## config.mk

```make
export PLATFORM = sky130hd
export DESIGN_NAME = pcileech_rx_unpack_flat
export DESIGN_NICKNAME = d
export VERILOG_FILES = /design/src/rtl/pcileech_rx_pkg.sv /design/src/rtl/pcileech_rx_unpack_if.sv /design/src/rtl/pcileech_rx_unpack.sv /design/src/flat_wrapper.sv
export SDC_FILE = /design/constraint.sdc
export NUM_CORES = 1
export LEC_CHECK = 0
export CAP_MARGIN = 20
export CORE_MARGIN = 2
export CORE_UTILIZATION = 34
export DETAILED_ROUTE_END_ITERATION = 10
export SYNTH_ARGS = -nofsm -noshare
export SYNTH_HDL_FRONTEND = slang
export SYNTH_SLANG_ARGS = --single-unit
```

## constraint.sdc

```tcl
create_clock -name clk -period 1.8 [get_ports clk]
set_input_delay 0.18 -clock clk [delete_from_list [all_inputs] [get_ports clk]]
set_output_delay 0.18 -clock clk [all_outputs]
set_load 0.05 [all_outputs]
```

## src/rtl/pcileech_rx_pkg.sv

```systemverilog
// Shared definitions for the FT601 receive-stream unpacker: default framing
// constants, control-word type encodings and the unpacker FSM state type.
package pcileech_rx_pkg;

   localparam logic [31:0] FILLER_WORD_DEF = 32'h66665555;
   localparam logic [7:0]  CTRL_MAGIC_DEF  = 8'h77;

   localparam logic [1:0] TYPE_TLP      = 2'b00;
   localparam logic [1:0] TYPE_TLP_LAST = 2'b01;
   localparam logic [1:0] TYPE_CFG      = 2'b10;
   localparam logic [1:0] TYPE_CMD      = 2'b11;

   typedef enum logic {
      WAIT_DATA = 1'b0,
      WAIT_CTRL = 1'b1
   } rx_state_t;

endpackage

```

## src/rtl/pcileech_rx_unpack_if.sv

```systemverilog
// Bus bundle between the FT601 receive side and the unpacker's TLP/config/
// command/status outputs. slave = unpacker view, master = driver/observer view.
interface pcileech_rx_unpack_if #(
   parameter int ERRCNT_W = 16
);
   logic [31:0]         ft601_rx_data;
   logic                ft601_rx_wren;
   logic [31:0]         pcie_tlp_tx_data;
   logic                pcie_tlp_tx_last;
   logic                pcie_tlp_tx_valid;
   logic [63:0]         pcie_cfg_tx_data;
   logic                pcie_cfg_tx_valid;
   logic [63:0]         cmd_data;
   logic                cmd_valid;
   logic [ERRCNT_W-1:0] err_count;
   logic                sync_lost;

   modport slave (
      input  ft601_rx_data, ft601_rx_wren,
      output pcie_tlp_tx_data, pcie_tlp_tx_last, pcie_tlp_tx_valid,
      output pcie_cfg_tx_data, pcie_cfg_tx_valid, cmd_data, cmd_valid,
      output err_count, sync_lost
   );

   modport master (
      output ft601_rx_data, ft601_rx_wren,
      input  pcie_tlp_tx_data, pcie_tlp_tx_last, pcie_tlp_tx_valid,
      input  pcie_cfg_tx_data, pcie_cfg_tx_valid, cmd_data, cmd_valid,
      input  err_count, sync_lost
   );
endinterface

```

## src/rtl/pcileech_rx_unpack.sv

```systemverilog
// Splits the FT601 DWORD stream into {data, control} pairs and routes them to TLP,
// config or command outputs. Define PCILEECH_RX_ERRCNT_EN to build err_count/sync_lost.
module pcileech_rx_unpack
   import pcileech_rx_pkg::*;
#(
   parameter logic [31:0] FILLER_WORD = FILLER_WORD_DEF,
   parameter logic [7:0]  CTRL_MAGIC  = CTRL_MAGIC_DEF,
   parameter int          ERRCNT_W    = 16
) (
   input  logic                clk,
   input  logic                rst_n,
   pcileech_rx_unpack_if.slave bus
);

   rx_state_t   state_q, state_d;
   logic [31:0] hold_p0, hold_d;
   logic        word_ok, magic_ok;
   logic [1:0]  ctrl_type;
   logic        emit_tlp, emit_last, emit_cfg, emit_cmd;

   logic [31:0] tlp_data_p1;
   logic        tlp_last_p1, vld_tlp_p1;
   logic [63:0] cfg_data_p1, cmd_data_p1;
   logic        vld_cfg_p1, vld_cmd_p1;

   assign word_ok   = bus.ft601_rx_wren && (bus.ft601_rx_data != FILLER_WORD);
   assign magic_ok  = (bus.ft601_rx_data[31:24] == CTRL_MAGIC);
   assign ctrl_type = bus.ft601_rx_data[17:16];

   always_comb begin
      state_d   = state_q;
      hold_d    = hold_p0;
      emit_tlp  = 1'b0;
      emit_last = 1'b0;
      emit_cfg  = 1'b0;
      emit_cmd  = 1'b0;
      if (word_ok) begin
         case (state_q)
            WAIT_DATA: begin
               hold_d  = bus.ft601_rx_data;
               state_d = WAIT_CTRL;
            end
            WAIT_CTRL: begin
               if (magic_ok) begin
                  state_d = WAIT_DATA;
                  case (ctrl_type)
                     TYPE_TLP:      emit_tlp = 1'b1;
                     TYPE_TLP_LAST: begin
                        emit_tlp  = 1'b1;
                        emit_last = 1'b1;
                     end
                     TYPE_CFG:      emit_cfg = 1'b1;
                     default:       emit_cmd = 1'b1;
                  endcase
               end else begin
                  // Slide by one DWORD: the bad control word may be the real data word.
                  hold_d = bus.ft601_rx_data;
               end
            end
            default: state_d = WAIT_DATA;
         endcase
      end
   end

   always_ff @(posedge clk or negedge rst_n) begin
      if (!rst_n) begin
         state_q <= WAIT_DATA;
         hold_p0 <= '0;
      end else begin
         state_q <= state_d;
         hold_p0 <= hold_d;
      end
   end

   // Output register stage: strobes for one cycle, data holds between strobes.
   always_ff @(posedge clk or negedge rst_n) begin
      if (!rst_n) begin
         tlp_data_p1 <= '0;
         tlp_last_p1 <= 1'b0;
         vld_tlp_p1  <= 1'b0;
         cfg_data_p1 <= '0;
         vld_cfg_p1  <= 1'b0;
         cmd_data_p1 <= '0;
         vld_cmd_p1  <= 1'b0;
      end else begin
         vld_tlp_p1 <= emit_tlp;
         vld_cfg_p1 <= emit_cfg;
         vld_cmd_p1 <= emit_cmd;
         if (emit_tlp) begin
            tlp_data_p1 <= hold_p0;
            tlp_last_p1 <= emit_last;
         end
         if (emit_cfg) cfg_data_p1 <= {bus.ft601_rx_data, hold_p0};
         if (emit_cmd) cmd_data_p1 <= {bus.ft601_rx_data, hold_p0};
      end
   end

   assign bus.pcie_tlp_tx_data  = tlp_data_p1;
   assign bus.pcie_tlp_tx_last  = tlp_last_p1;
   assign bus.pcie_tlp_tx_valid = vld_tlp_p1;
   assign bus.pcie_cfg_tx_data  = cfg_data_p1;
   assign bus.pcie_cfg_tx_valid = vld_cfg_p1;
   assign bus.cmd_data          = cmd_data_p1;
   assign bus.cmd_valid         = vld_cmd_p1;

`ifdef PCILEECH_RX_ERRCNT_EN
   logic [ERRCNT_W-1:0] err_count_p1;
   logic                sync_lost_p1;
   logic                bad_ctrl, emit_any;

   function automatic logic [ERRCNT_W-1:0] sat_inc(input logic [ERRCNT_W-1:0] v);
      return (&v) ? v : v + ERRCNT_W'(1);
   endfunction

   assign bad_ctrl = word_ok && (state_q == WAIT_CTRL) && !magic_ok;
   assign emit_any = emit_tlp || emit_cfg || emit_cmd;

   always_ff @(posedge clk or negedge rst_n) begin
      if (!rst_n) begin
         err_count_p1 <= '0;
         sync_lost_p1 <= 1'b0;
      end else if (bad_ctrl) begin
         err_count_p1 <= sat_inc(err_count_p1);
         sync_lost_p1 <= 1'b1;
      end else if (emit_any) begin
         sync_lost_p1 <= 1'b0;
      end
   end

   assign bus.err_count = err_count_p1;
   assign bus.sync_lost = sync_lost_p1;
`else
   assign bus.err_count = {ERRCNT_W{1'b0}};
   assign bus.sync_lost = 1'b0;
`endif

endmodule

```

## src/flat_wrapper.sv

```systemverilog
// flat-port wrapper written by rule: the top's interface ports become plain ports
module pcileech_rx_unpack_flat import pcileech_rx_pkg::*;
#(
   parameter logic [31:0] FILLER_WORD = FILLER_WORD_DEF,
   parameter logic [7:0]  CTRL_MAGIC  = CTRL_MAGIC_DEF,
   parameter int          ERRCNT_W    = 16
)
  (clk, rst_n, bus_ft601_rx_data, bus_ft601_rx_wren, bus_pcie_tlp_tx_data, bus_pcie_tlp_tx_last, bus_pcie_tlp_tx_valid, bus_pcie_cfg_tx_data, bus_pcie_cfg_tx_valid, bus_cmd_data, bus_cmd_valid, bus_err_count, bus_sync_lost);
  pcileech_rx_unpack_if #(.ERRCNT_W(ERRCNT_W)) bus_i ();
  input  logic clk;
  input  logic rst_n;
  input wire logic [$bits(bus_i.ft601_rx_data)-1:0] bus_ft601_rx_data;
  input wire logic [$bits(bus_i.ft601_rx_wren)-1:0] bus_ft601_rx_wren;
  output wire logic [$bits(bus_i.pcie_tlp_tx_data)-1:0] bus_pcie_tlp_tx_data;
  output wire logic [$bits(bus_i.pcie_tlp_tx_last)-1:0] bus_pcie_tlp_tx_last;
  output wire logic [$bits(bus_i.pcie_tlp_tx_valid)-1:0] bus_pcie_tlp_tx_valid;
  output wire logic [$bits(bus_i.pcie_cfg_tx_data)-1:0] bus_pcie_cfg_tx_data;
  output wire logic [$bits(bus_i.pcie_cfg_tx_valid)-1:0] bus_pcie_cfg_tx_valid;
  output wire logic [$bits(bus_i.cmd_data)-1:0] bus_cmd_data;
  output wire logic [$bits(bus_i.cmd_valid)-1:0] bus_cmd_valid;
  output wire logic [$bits(bus_i.err_count)-1:0] bus_err_count;
  output wire logic [$bits(bus_i.sync_lost)-1:0] bus_sync_lost;
  assign bus_i.ft601_rx_data = bus_ft601_rx_data;
  assign bus_i.ft601_rx_wren = bus_ft601_rx_wren;
  assign bus_pcie_tlp_tx_data = bus_i.pcie_tlp_tx_data;
  assign bus_pcie_tlp_tx_last = bus_i.pcie_tlp_tx_last;
  assign bus_pcie_tlp_tx_valid = bus_i.pcie_tlp_tx_valid;
  assign bus_pcie_cfg_tx_data = bus_i.pcie_cfg_tx_data;
  assign bus_pcie_cfg_tx_valid = bus_i.pcie_cfg_tx_valid;
  assign bus_cmd_data = bus_i.cmd_data;
  assign bus_cmd_valid = bus_i.cmd_valid;
  assign bus_err_count = bus_i.err_count;
  assign bus_sync_lost = bus_i.sync_lost;
  pcileech_rx_unpack #(.FILLER_WORD(FILLER_WORD), .CTRL_MAGIC(CTRL_MAGIC), .ERRCNT_W(ERRCNT_W)) u_core (.clk(clk), .rst_n(rst_n), .bus(bus_i));
endmodule
```

# Word-level counts from Yosys, hierarchy flattened
# Cells that the tools add are included.
[classes] n_eq_ne=5 muxes=20 n_bitwise=1 n_reduce_logical=5
[ops] op="$pmux W32 S2" count=1
[ops] op="$mux W32" count=1
[ops] op="$ne A32 B31 Y1 const B" count=1
[ops] op="$mux W1" count=17
[ops] op="$eq A8 B7 Y1 const B" count=1
[ops] op="$reduce_or A3 Y1" count=1
[ops] op="$eq A2 B1 Y1 const B" count=1
[ops] op="$eq A2 B2 Y1 const B" count=1
[ops] op="$logic_not A2 Y1" count=1
[ops] op="$ne A2 B2 Y1 const B" count=1
[ops] op="$pmux W1 S2" count=1
[ops] op="$reduce_and A2 Y1" count=1
[ops] op="$reduce_or A2 Y1" count=1
[ops] op="$logic_and A1 B1 Y1" count=1
[ops] op="$not A1 Y1" count=1
[totals] ff_bits=197 input_bits=35 out_inout_bits=181 word_cells=40

# Depth between registers and ports, before layout
# Gate-level depths: netlist of the first run.
[logic_depth] ltp_word=6 depth_mapped=7 ltp_nobuf=4

# Worst setup path before layout of the first run
# Ideal clock, no wire load.
[synth_timing] path_kind="reg-to-reg" startpoint="register u_core.state_q" endpoint="register u_core.cfg_data_p1[10], in the netlist u_core.bus.pcie_cfg_tx_data[10]" setup_ns=0.127 arrival_ns=1.466 required_time_ns=1.673 setup_slack_ns=0.206 path_stages_with_launch=7 n_path_buf=2 synth_period_minus_slack_ns=1.594 path_cell_list="dfrtp_1 and4_1 nand4_4 nor2b_2 buf_6 buf_6 mux2_1"
[synth_between] elab_chain_len=2
[synth_lines] element="start, declared" line="pcileech_rx_unpack.sv:15" rtl="rx_state_t state_q, state_d;"
[synth_lines] element="start signal, assigned" line="pcileech_rx_unpack.sv:70" rtl="state_q <= state_d;"
[synth_lines] element="$mux W1" line="pcileech_rx_unpack.sv:38" rtl="case (state_q)"
[synth_lines] element="$mux W1" line="pcileech_rx_unpack.sv:37" rtl="if (word_ok) begin"
[synth_lines] element="end signal, assigned" line="pcileech_rx_unpack.sv:93" rtl="if (emit_cfg) cfg_data_p1 <= {bus.ft601_rx_data, hold_p0};"
[synth_lines] element="end, declared" line="pcileech_rx_unpack.sv:23" rtl="logic [63:0] cfg_data_p1, cmd_data_p1;"
# No other way between the ends.
# A chain may end at the register's enable or synchronous reset.

# Final worst setup path of the first run
[layout_timing] startpoint="register u_core.cmd_data_p1[0], in the netlist u_core.bus.cmd_data[0]" endpoint="output port bus_cmd_data[0]"
[layout_rtl] element="start, declared" line="pcileech_rx_unpack.sv:23"
[layout_rtl] element="start signal, assigned" line="pcileech_rx_unpack.sv:94" rtl="if (emit_cmd) cmd_data_p1 <= {bus.ft601_rx_data, hold_p0};"
[layout_rtl] element="end, declared" line="flat_wrapper.sv:19" rtl="output wire logic [$bits(bus_i.cmd_data)-1:0] bus_cmd_data;"
# No word-level cell between the ends.

==> metrics.cfg, run 1 <==
[drt]
first_pass_iters = 6
vias = 6118
routed_wl_um = 23300
postRouteAntennaNets = 0
drc = 0
via_per_inst = 5.08
first_iter_violations = 444
avgRoutedWirePerCell_um = 19.3

[global_route]
grt_max_degree = 54
grt_pass1_vias = 6255
grt_usage = 0.181
overflow = 0
met2_usage = 0.266
grt_pass1_wl_um = 37000
antenna_found_initial = 0
met3_usage = 0.0644
use_met1 = 0.257
grt_busiest_layer = met2

[power]
power.total_mw = 9.71
p_leak_nw = 7.44
seq_power_share = 0.489
peakVddDrop_v = 0.000521
power.switching_mw = 2.57
powerDensity_nw_per_um2 = 811
swShare = 0.265
intPower_mw = 7.14
combPwrFrac = 0.114
p_clk_frac = 0.397

[floorplanning]
core_um2 = 24400
dieArea_um2 = 26200
die_x_um = 162
ios = 216
start_util = 0.347
row_count = 57
die_y_um = 162

[worst_setup_path]
worstSetupEndpointType = primary output
r2r_end = u_core.bus.pcie_cfg_tx_data[2]$_DFFE_PN0P_
critPathTopFamily = buffers and inverters
reg2regPathDepth = 5
critical_path_class = register to primary output
start_kind = register
worst_ep_required_time_ps = 1620
rrSetupSlack_ps = 90
reg2reg_from = u_core.state_q$_DFFE_PN0P_
crit_chain = clkdlybuf4s50_1
slowest_stage = clkdlybuf4s50_1
cp_slowest_stage_delay_ps = 810
arrival_ps = 1580
critical_path_buf_inv_count = 1
crit_fanout = 2

[run]
cap_violations = 0

[sta]
finalSetupViolCount = 0
finalClockSkew_ps = 3.96
whs_ps = 258
slew_violations = 0
fin_crit_ps = 1760
hold_viol = 0
maxSlewHeadroom = 0.633
timing.final.crit_share = 0.977
fin_tns_setup_ps = 0
rsz0062_at_grt = false
fmax_mhz = 569
worstMarginPinSlew_ps = 552

[layout]
multi_input_area_um2 = 3160
seq_area_um2 = 4930
fin_cells = 1205
drive_gt1_frac = 0.201
nets = 903
antenna_cells = 0
finalCoreUtilization = 0.491
nFillCells = 2202
syn_to_final_growth_pct = 41.5

[clocking]
cts_sinks = 197
tritoncts = done
root_buffer = clkbuf_16
cts_buffers = 17
h-tree-depth = 4
cts_setup_buffers = 0
path_clk_slew_ps = 70
cts_max_path_buffers = 2
clk_latency_ps = 430

[logic_synthesis]
seq_area_frac_synth = 0.582
synth_seq_cells = 197
ys_top_cells_by_area = dfrtp_1 58%, mux2_1 13%, mux2_2 5.7%
yosys.area.top_type_share = 0.582
yosysTopAreaCell = dfrtp_1
yosysUniqueCellTypes = 37
syn_avg_cell_area_um2 = 13.4
synth_cells = 634
ys_warn_count = 0
syn_area_um2 = 8470

[place]
finalWeightedCongestion = 0.785
place_hpwl_um = 16300
dp.cells = 1172
port_buffers = 198

[outcome]
status = finished, final reports clean

[worst_hold_path]
hp-class = primary input to asynchronous set/reset pin

[stage by stage]
stage	cell area, um^2	worst slack [ps]
after floorplan	8530	206
after CTS	11700	0.0968
after detailed placement	11200	-358
final	12000	41.6
after global routing	12000	0.264
after global placement	11200	-346
[cell type report]
class | count | area share
timing repair buffer | 271 | 0.241
clock inverter | 12 | 0.0107
clock buffer | 20 | 0.0390
multi-input combinational | 379 | 0.264
sequential | 197 | 0.412
inverter | 2 | 0.000627
tap | 324 | 0.0338
[worst max path at each step]
| stage | startpoint | end | slack, ps | cells past startpoint |
|---|---|---|---|---|
| after floorplan | u_core.state_q$_DFFE_PN0P_ | u_core.bus.pcie_cfg_tx_data[10]$_DFFE_PN0P_ | 210 | 6 |
| after global placement | bus_ft601_rx_data[31] | u_core.hold_p0[2]$_DFFE_PN0P_ | -350 | 7 |
| after detailed placement | bus_ft601_rx_data[25] | u_core.bus.pcie_cfg_tx_data[54]$_DFFE_PN0P_ | -360 | 6 |
| after CTS | u_core.bus.pcie_tlp_tx_data[17]$_DFFE_PN0P_ | bus_pcie_tlp_tx_data[17] | 0.1 | 1 |
| after global routing | u_core.bus.pcie_tlp_tx_data[30]$_DFFE_PN0P_ | bus_pcie_tlp_tx_data[30] | 0.3 | 1 |
| final | u_core.bus.cmd_data[0]$_DFFE_PN0P_ | bus_cmd_data[0] | 40 | 1 |
[registers in the layout, indices dropped and copies added (netlist names)]
name	flops
u_core.bus.pcie_cfg_tx_valid	1
u_core.bus.pcie_tlp_tx_valid	1
u_core.bus.pcie_tlp_tx_last	1
u_core.hold_p0	32
u_core.bus.cmd_data	64
u_core.bus.cmd_valid	1
u_core.bus.pcie_cfg_tx_data	64
u_core.bus.pcie_tlp_tx_data	32
u_core.state_q	1
[logic make-up (layout without fill, tap and decap cells)]
group,Yosys count,in the layout,share of synthesized area
other cells,1,17,0.000443
mux,144,144,0.191
simple gates,128,128,0.0912
buf+inv,74,305,0.0538
compound gates,90,90,0.0811
flops,197,197,0.582
[power groups by stage]
stage / Combinational (mW) / Clock [mW] / Sequential, mW
after floorplan: 0.395 / 0 / 5.01
after global placement: 1.12 / 0 / 4.83
after detailed placement: 1.13 / 0 / 4.84
after CTS: 1.12 / 3.96 / 4.76
after global routing: 1.19 / 4.12 / 4.78
final: 1.11 / 3.85 / 4.75
[repair_timing]
action,in CTS,in global routing
hold buffers,1,0
cloned,0,0
endpoints found under the setup margin,48,93
gates resized for setup,48,93
hold endpoints to repair,41,0
[per-layer routing]
layer / routed length [um] / part of all wire
met1: 10800 / 0.46
met2: 10300 / 0.44
met3: 1940 / 0.083
met4: 244 / 0.010
met5: 0 / 0
[Yosys cell counts, drive strengths merged]
cell type  count
dfrtp        197
mux2         142
buf           42
nand2         32
nand4         31
clkbuf        30
a31oi         27
and2          27
a221oi        26
or2           15
o211ai        14
o311ai        14
nor2b          7
nor4bb         5
and3           3
nor2           3
o21a           3
and4           2
inv            2
mux2i          2
o21ai          2
a21o           1
a21oi          1
a31o           1
a41oi          1
and4bb         1
conb           1
nand3          1
nor4b          1
[cell usage in the layout, fill, tap and decap left out, drive strengths merged, types with 2 or more instances in the layout]
cell and instances:
o311ai 14, and4 2, nor2 3, nor4bb 5, o21ai 2, dfrtp 197
dlygate4sd2 48, bufinv 2, mux2 142, nand4 31, and3 3, inv 3
a221oi 26, a31oi 27, mux2i 2, dlymetal6s2s 92, clkbuf 21, o211ai 14
nand2 32, o21a 3, or2 15, and2 27, clkinv 8, conb 17
buf 77, clkdlybuf4s50 52, nor2b 7
(Power assumes the default switching activity.)
==> inputs of run 2 (changes only) <==
- SLEW_MARGIN: not set -> 15
==> results of run 2 <==
Same layout as run 1: the final DEF is identical, and so are final timing and power.
==> inputs of run 3 (changes only) <==
- CAP_MARGIN: 20 -> 0
==> results of run 3 <==
Same layout as run 1: the final DEF is identical, and so are final timing and power.
